--- config.mk ---
export PLATFORM = sky130hd
export DESIGN_NAME = dmem_port_arbiter_flat
export DESIGN_NICKNAME = d
export VERILOG_FILES = /design/src/rtl/dmem_port_arbiter_if.sv /design/src/rtl/dmem_port_arbiter.sv /design/src/flat_wrapper.sv
export SDC_FILE = /design/constraint.sdc
export NUM_CORES = 1
export LEC_CHECK = 0
export ABC_CLOCK_PERIOD_IN_PS = 1750
export CORE_AREA = 2 2 121 123
export DETAILED_ROUTE_END_ITERATION = 12
export DIE_AREA = 0 0 123 125
export HOLD_SLACK_MARGIN = 0.05
export SLEW_MARGIN = 15
export SYNTH_ARGS = -nofsm -noshare
export SYNTH_HDL_FRONTEND = slang
export SYNTH_SLANG_ARGS = --single-unit
--- constraint.sdc ---
create_clock -name clk -period 1.75 [get_ports clk]
set_input_delay 0.2625 -clock clk [delete_from_list [all_inputs] [get_ports clk]]
set_output_delay 0.2625 -clock clk [all_outputs]
set_load 0.005 [all_outputs]
--- src/rtl/dmem_port_arbiter_if.sv ---
// ============================================================================
// Module      : dmem_port_arbiter_if
// Description : Requester and memory-side signals of the data-port arbiter.
// Revision    : 1.0 - initial release
// ============================================================================
`default_nettype none

interface dmem_port_arbiter_if #(
    parameter int DATA_W = 32,
    parameter int ADDR_W = 32,
    parameter int MASK_W = 4
);
    logic              m0_req,    m1_req;
    logic              m0_we,     m1_we;
    logic [MASK_W-1:0] m0_wmask,  m1_wmask;
    logic [ADDR_W-1:0] m0_a,      m1_a;
    logic [DATA_W-1:0] m0_wd,     m1_wd;
    logic              m0_lock,   m1_lock;
    logic              m0_gnt,    m1_gnt;
    logic              m0_rvalid, m1_rvalid;
    logic [DATA_W-1:0] m0_rd,     m1_rd;
    logic              mem_we;
    logic [MASK_W-1:0] mem_wmask;
    logic [ADDR_W-1:0] mem_a;
    logic [DATA_W-1:0] mem_wd;
    logic [DATA_W-1:0] mem_rd;

    // The arbiter itself
    modport slave (
        input  m0_req, m1_req, m0_we, m1_we, m0_wmask, m1_wmask,
        input  m0_a, m1_a, m0_wd, m1_wd, m0_lock, m1_lock, mem_rd,
        output m0_gnt, m1_gnt, m0_rvalid, m1_rvalid, m0_rd, m1_rd,
        output mem_we, mem_wmask, mem_a, mem_wd
    );

    // The surrounding requesters and memory
    modport master (
        output m0_req, m1_req, m0_we, m1_we, m0_wmask, m1_wmask,
        output m0_a, m1_a, m0_wd, m1_wd, m0_lock, m1_lock, mem_rd,
        input  m0_gnt, m1_gnt, m0_rvalid, m1_rvalid, m0_rd, m1_rd,
        input  mem_we, mem_wmask, mem_a, mem_wd
    );
endinterface

`default_nettype wire

--- src/rtl/dmem_port_arbiter.sv ---
// ============================================================================
// Module      : dmem_port_arbiter
// Description : Two-requester arbiter for the memory data port with bus
//               locking, lock timeout and read-data routing.
// Revision    : 1.0 - initial release
// ============================================================================
`default_nettype none

module dmem_port_arbiter #(
    parameter int DATA_W     = 32,
    parameter int ADDR_W     = 32,
    parameter int MASK_W     = 4,
    parameter int RD_LATENCY = 1,
    parameter int FIXED_PRIO = 0,
    parameter int LOCK_MAX   = 16
) (
    input  wire logic           clk,
    input  wire logic           reset,
    dmem_port_arbiter_if.slave  bus
);

    typedef enum logic [1:0] {
        IDLE  = 2'd0,
        LOCK0 = 2'd1,
        LOCK1 = 2'd2
    } state_t;

    localparam int                CNT_W      = $clog2(LOCK_MAX) + 1;
    localparam logic [CNT_W-1:0]  c_cnt_last = CNT_W'(LOCK_MAX - 1);

    state_t              r_state, w_state_nxt;
    logic                r_last_gnt, w_last_gnt_nxt;
    logic [CNT_W-1:0]    r_lock_cnt, w_lock_cnt_nxt;
    logic                w_gnt0, w_gnt1;
    logic                w_rd_issue;
    logic [MASK_W-1:0]   w_wmask;
    logic [ADDR_W-1:0]   w_a;
    logic [DATA_W-1:0]   w_wd;
    logic                w_we;
    logic [RD_LATENCY-1:0] r_tag_v;
    logic [RD_LATENCY-1:0] r_tag_id;

    always_ff @(posedge clk) begin
        if (reset) begin
            r_state    <= IDLE;
            r_last_gnt <= 1'b1;
            r_lock_cnt <= '0;
        end else begin
            r_state    <= w_state_nxt;
            r_last_gnt <= w_last_gnt_nxt;
            r_lock_cnt <= w_lock_cnt_nxt;
        end
    end

    always_comb begin
        w_gnt0         = 1'b0;
        w_gnt1         = 1'b0;
        w_state_nxt    = r_state;
        w_last_gnt_nxt = r_last_gnt;
        w_lock_cnt_nxt = r_lock_cnt;
        case (r_state)
            IDLE: begin
                if (bus.m0_req && bus.m1_req) begin
                    // Round-robin favours whoever was not granted last
                    if ((FIXED_PRIO != 0) || r_last_gnt) w_gnt0 = 1'b1;
                    else                                 w_gnt1 = 1'b1;
                end else begin
                    w_gnt0 = bus.m0_req;
                    w_gnt1 = bus.m1_req;
                end
                if ((w_gnt0 && bus.m0_lock) || (w_gnt1 && bus.m1_lock)) begin
                    w_state_nxt    = w_gnt0 ? LOCK0 : LOCK1;
                    w_lock_cnt_nxt = '0;
                end
            end
            LOCK0: begin
                w_gnt0 = bus.m0_req;
                if (!bus.m0_lock) begin
                    w_state_nxt = IDLE;
                end else if (r_lock_cnt == c_cnt_last) begin
                    w_state_nxt    = IDLE;
                    w_last_gnt_nxt = 1'b0;
                end else begin
                    w_lock_cnt_nxt = r_lock_cnt + CNT_W'(1);
                end
            end
            LOCK1: begin
                w_gnt1 = bus.m1_req;
                if (!bus.m1_lock) begin
                    w_state_nxt = IDLE;
                end else if (r_lock_cnt == c_cnt_last) begin
                    w_state_nxt    = IDLE;
                    w_last_gnt_nxt = 1'b1;
                end else begin
                    w_lock_cnt_nxt = r_lock_cnt + CNT_W'(1);
                end
            end
            default: w_state_nxt = IDLE;
        endcase
        if (reset) begin
            w_gnt0 = 1'b0;
            w_gnt1 = 1'b0;
        end
        if (w_gnt0)      w_last_gnt_nxt = 1'b0;
        else if (w_gnt1) w_last_gnt_nxt = 1'b1;
    end

    always_comb begin
        w_we    = 1'b0;
        w_wmask = '0;
        w_a     = '0;
        w_wd    = '0;
        if (w_gnt0) begin
            w_we    = bus.m0_we;
            w_wmask = bus.m0_we ? bus.m0_wmask : '0;
            w_a     = bus.m0_a;
            w_wd    = bus.m0_wd;
        end else if (w_gnt1) begin
            w_we    = bus.m1_we;
            w_wmask = bus.m1_we ? bus.m1_wmask : '0;
            w_a     = bus.m1_a;
            w_wd    = bus.m1_wd;
        end
    end

    assign w_rd_issue    = (w_gnt0 && !bus.m0_we) || (w_gnt1 && !bus.m1_we);
    assign bus.m0_gnt    = w_gnt0;
    assign bus.m1_gnt    = w_gnt1;
    assign bus.mem_we    = w_we;
    assign bus.mem_wmask = w_wmask;
    assign bus.mem_a     = w_a;
    assign bus.mem_wd    = w_wd;

    // Read tags travel alongside the memory latency; stage 0 holds the newest
    always_ff @(posedge clk) begin
        if (reset) begin
            r_tag_v  <= '0;
            r_tag_id <= '0;
        end else begin
            r_tag_v[0]  <= w_rd_issue;
            r_tag_id[0] <= w_gnt1;
            for (int i = 1; i < RD_LATENCY; i++) begin
                r_tag_v[i]  <= r_tag_v[i-1];
                r_tag_id[i] <= r_tag_id[i-1];
            end
        end
    end

    assign bus.m0_rvalid = !reset && r_tag_v[RD_LATENCY-1] && !r_tag_id[RD_LATENCY-1];
    assign bus.m1_rvalid = !reset && r_tag_v[RD_LATENCY-1] &&  r_tag_id[RD_LATENCY-1];
    assign bus.m0_rd     = bus.mem_rd;
    assign bus.m1_rd     = bus.mem_rd;

endmodule

`default_nettype wire

--- src/flat_wrapper.sv ---
// flat-port wrapper written by rule: the top's interface ports become plain ports
module dmem_port_arbiter_flat 
#(
    parameter int DATA_W     = 32,
    parameter int ADDR_W     = 32,
    parameter int MASK_W     = 4,
    parameter int RD_LATENCY = 1,
    parameter int FIXED_PRIO = 0,
    parameter int LOCK_MAX   = 16
)
  (clk, reset, bus_m0_req, bus_m1_req, bus_m0_we, bus_m1_we, bus_m0_wmask, bus_m1_wmask, bus_m0_a, bus_m1_a, bus_m0_wd, bus_m1_wd, bus_m0_lock, bus_m1_lock, bus_mem_rd, bus_m0_gnt, bus_m1_gnt, bus_m0_rvalid, bus_m1_rvalid, bus_m0_rd, bus_m1_rd, bus_mem_we, bus_mem_wmask, bus_mem_a, bus_mem_wd);
  dmem_port_arbiter_if #(.DATA_W(DATA_W), .ADDR_W(ADDR_W), .MASK_W(MASK_W)) bus_i ();
  input  wire logic clk;
  input  wire logic reset;
  input wire logic [$bits(bus_i.m0_req)-1:0] bus_m0_req;
  input wire logic [$bits(bus_i.m1_req)-1:0] bus_m1_req;
  input wire logic [$bits(bus_i.m0_we)-1:0] bus_m0_we;
  input wire logic [$bits(bus_i.m1_we)-1:0] bus_m1_we;
  input wire logic [$bits(bus_i.m0_wmask)-1:0] bus_m0_wmask;
  input wire logic [$bits(bus_i.m1_wmask)-1:0] bus_m1_wmask;
  input wire logic [$bits(bus_i.m0_a)-1:0] bus_m0_a;
  input wire logic [$bits(bus_i.m1_a)-1:0] bus_m1_a;
  input wire logic [$bits(bus_i.m0_wd)-1:0] bus_m0_wd;
  input wire logic [$bits(bus_i.m1_wd)-1:0] bus_m1_wd;
  input wire logic [$bits(bus_i.m0_lock)-1:0] bus_m0_lock;
  input wire logic [$bits(bus_i.m1_lock)-1:0] bus_m1_lock;
  input wire logic [$bits(bus_i.mem_rd)-1:0] bus_mem_rd;
  output wire logic [$bits(bus_i.m0_gnt)-1:0] bus_m0_gnt;
  output wire logic [$bits(bus_i.m1_gnt)-1:0] bus_m1_gnt;
  output wire logic [$bits(bus_i.m0_rvalid)-1:0] bus_m0_rvalid;
  output wire logic [$bits(bus_i.m1_rvalid)-1:0] bus_m1_rvalid;
  output wire logic [$bits(bus_i.m0_rd)-1:0] bus_m0_rd;
  output wire logic [$bits(bus_i.m1_rd)-1:0] bus_m1_rd;
  output wire logic [$bits(bus_i.mem_we)-1:0] bus_mem_we;
  output wire logic [$bits(bus_i.mem_wmask)-1:0] bus_mem_wmask;
  output wire logic [$bits(bus_i.mem_a)-1:0] bus_mem_a;
  output wire logic [$bits(bus_i.mem_wd)-1:0] bus_mem_wd;
  assign bus_i.m0_req = bus_m0_req;
  assign bus_i.m1_req = bus_m1_req;
  assign bus_i.m0_we = bus_m0_we;
  assign bus_i.m1_we = bus_m1_we;
  assign bus_i.m0_wmask = bus_m0_wmask;
  assign bus_i.m1_wmask = bus_m1_wmask;
  assign bus_i.m0_a = bus_m0_a;
  assign bus_i.m1_a = bus_m1_a;
  assign bus_i.m0_wd = bus_m0_wd;
  assign bus_i.m1_wd = bus_m1_wd;
  assign bus_i.m0_lock = bus_m0_lock;
  assign bus_i.m1_lock = bus_m1_lock;
  assign bus_i.mem_rd = bus_mem_rd;
  assign bus_m0_gnt = bus_i.m0_gnt;
  assign bus_m1_gnt = bus_i.m1_gnt;
  assign bus_m0_rvalid = bus_i.m0_rvalid;
  assign bus_m1_rvalid = bus_i.m1_rvalid;
  assign bus_m0_rd = bus_i.m0_rd;
  assign bus_m1_rd = bus_i.m1_rd;
  assign bus_mem_we = bus_i.mem_we;
  assign bus_mem_wmask = bus_i.mem_wmask;
  assign bus_mem_a = bus_i.mem_a;
  assign bus_mem_wd = bus_i.mem_wd;
  dmem_port_arbiter #(.DATA_W(DATA_W), .ADDR_W(ADDR_W), .MASK_W(MASK_W), .RD_LATENCY(RD_LATENCY), .FIXED_PRIO(FIXED_PRIO), .LOCK_MAX(LOCK_MAX)) u_core (.clk(clk), .reset(reset), .bus(bus_i));
endmodule
==> flow_summary.json <==
{
  "drt_first_pass_iters": 4,
  "clk_path_buf_depth": 2,
  "critPathMaxFanout": 8,
  "synth_area_mm2": 0.001839,
  "final-setup-viol-count": 71,
  "die_h_um": 125,
  "worstPathCellList": "inv_2, ha_4, a21boi_4, o211ai_4, a21oi_4, buf_6, buf_12, buf_6, a22o_1, buf_2",
  "drv_cap": 0,
  "outcome": "finished with violations",
  "startpoint_type": "register",
  "synth_top_flop_cell": "dfxtp_1",
  "cts_tree": "done",
  "tightest_slew_ps": 291.2,
  "critPathMaxStageDelay_ps": 330,
  "fill_cells": 1466,
  "vdd_drop_max_v": 0.0002671,
  "port_buffers": 216,
  "synth-async-reset-ratio_pct": 0,
  "core_mm2": 0.01420,
  "preCtsSetupSlack_ps": -795.8,
  "pwr_density_cell_mw_per_mm2": 527.4,
  "clkLatencyLatePin_ps": 240,
  "syn_inst": 224,
  "finalWirelength_mm": 12.43,
  "hold_path_startpoint": "u_core.r_lock_cnt[4]$_SDFFE_PP0P_",
  "rsz0062_at_grt": "true",
  "vias": 2564,
  "crit_slowest_cell": "dfxtp_2",
  "grt_pass1_wl_mm": 16.68,
  "regArea_um2": 202.7,
  "dp.cells": 575,
  "viasPerCell": 4.231,
  "avgSynthCellArea_um2": 8.211,
  "crit_type": "reg2out",
  "fin_skew_ps": 1.889,
  "p_leak_nw": 1.963,
  "hpwl_mm": 8.615,
  "ys_types": 35,
  "fmax_mhz": 451.9,
  "synth_fp_nets": 406,
  "die_w_um": 123,
  "initialDrtViolationCount": 105,
  "worstReg2RegStart": "u_core.r_state[0]$_SDFFE_PP0P_",
  "layout.nets": 605,
  "drc": 0,
  "die_area_mm2": 0.01538,
  "synth_top_area_share_pct": 31.43,
  "grt_max_degree": 15,
  "rows": 44,
  "grt_antenna_before_repair": 0,
  "layout-drive-gt1-share_pct": 37.91,
  "cp-end-kind": "output pin",
  "synth_top_area_cell": "a22o_1",
  "cts_sinks": 10,
  "synth_commonest_cells": "a22o_1 (66), buf_4 (66), buf_2 (10), dfxtp_1 (10), a32o_1 (9)",
  "crit_top_cell": "buf_6",
  "ant_nets": 0,
  "synth-edff-count": 0,
  "cts_buffers": 3,
  "start_util_pct": 12.95,
  "violations": "negative setup slack",
  "grt-ovfl-total": 0,
  "layout_setup_ws_ps": -462.8,
  "min_path_type": "reg2reg",
  "boundaryPins": 313,
  "cts_root_buf": "clkbuf_16",
  "yosys_register_bits": 10,
  "first_global_vias": 2758,
  "crit_arrival_ps": 1950,
  "maxSlewViolCount": 0,
  "stdcell_count": 606,
  "hold_viol_final": 0,
  "place_congestion": 0.8387,
  "worstSetupStartpoint": "u_core.r_state[0]$_SDFFE_PP0P_",
  "wl_per_cell_um": 20.51,
  "area_growth_pct": 137.8,
  "num_antenna_cells": 0,
  "path_clk_slew_ps": 40,
  "finalCritPeriodShare_pct": 126.4,
  "cts.htree.levels": 1,
  "synth_area_leaders": "a22o_1 (31%), buf_4 (27%), dfxtp_1 (11%), a32o_1 (4.9%), ha_1 (4.1%)",
  "power_mw": 2.306,
  "grt_util_all_layers_pct": 14.34,
  "multi_input_area_mm2": 0.001202,
  "synth_seq_area_share_pct": 10.88,
  "slew_headroom_pct": 80.59,
  "yosysWarnings": 0,
  "period_needed_ps": 2213,
  "worstPathRequired_ps": 1490
}
-- worst max-delay path: cells and delay by family (launching register included) --
family | cells | cell delay (ps)
AOI/OAI and AO/OA | 4 | 640
adders and majority gates | 1 | 160
buffers and inverters | 5 | 560
DFF | 1 | 330
-- sequential cells by signal, summed over array words and instances (netlist names) --
name               count
u_core.r_tag_id        1
u_core.r_tag_v         1
u_core.r_lock_cnt      5
u_core.r_state         2
u_core.r_last_gnt      1
-- logic make-up after synthesis --
family	Yosys count	synth area share, %
fa+ha+maj	6	4.082
simple gates	33	10.20
compound gates	88	42.11
buf+inv	87	32.72
flops	10	10.88
-- path summary, 6_finish.rpt --
path / to / slack (ps) / cells past startpoint
worst max register to register: u_core.r_lock_cnt[2]$_SDFFE_PP0P_ / 30 / 9
worst min register to register: u_core.r_lock_cnt[4]$_SDFFE_PP0P_ / 510 / 1
worst min-delay path: u_core.r_lock_cnt[4]$_SDFFE_PP0P_ / 510 / 1
worst max-delay path: bus_mem_wd[15] / -460 / 10
-- cell usage in the layout, fill, tap and decap left out, types with 6 or more instances in the layout --
master / n
clkdlybuf4s50_1: 141
a22o_1: 64
dfxtp_1: 8
nand2_1: 7
buf_2: 64
buf_12: 7
buf_4: 21
clkbuf_16: 6
buf_6: 20
-- power by group --
group	leakage, nW	internal, mW	total, mW	switching [mW]
Combinational	1.84	0.982	1.59	0.609
Sequential	0.0824	0.250	0.266	0.0156
Clock	0.0442	0.343	0.449	0.105
Total	1.96	1.58	2.31	0.730
-- per-layer routing --
metal  up-vias  GRT usage (%)  wire [um]
met5         -              0          0
met4         0          3.209        128
li1       1196              -          -
met1      1214          17.25       4830
met2       139          25.19       6168
met3        15          3.878       1301
-- repair_timing --
item	in CTS	in global routing
gates resized for setup	336	32
endpoints found under the hold margin	0	0
buffers inserted	18	6
setup endpoints to repair	78	76
hold buffers	0	0
pin swaps	37	48
cloned	9	4
-- area by class of cell --
class / instances / share of cell area, %
multi-input combinational: 127 / 27.50
sequential: 10 / 4.635
inverter: 8 / 1.059
clock buffer: 4 / 2.031
timing repair inverter: 1 / 0.2575
timing repair buffer: 272 / 59.26
tap: 184 / 5.265
-- stage by stage --
step	TNS [ps]	cell area, um^2	hold slack [ps]	util (%)
4_1_cts	-30970	4290	503.3	30.21
3_3_place_gp	-52230	3939	485.6	27.73
6_report	-29690	4373	507.9	30.79
3_5_place_dp	-52630	3939	485.6	27.73
2_1_floorplan	0	1852	356.8	-
5_1_grt	-33970	4373	525.0	30.79
(Power assumes the default switching activity.)
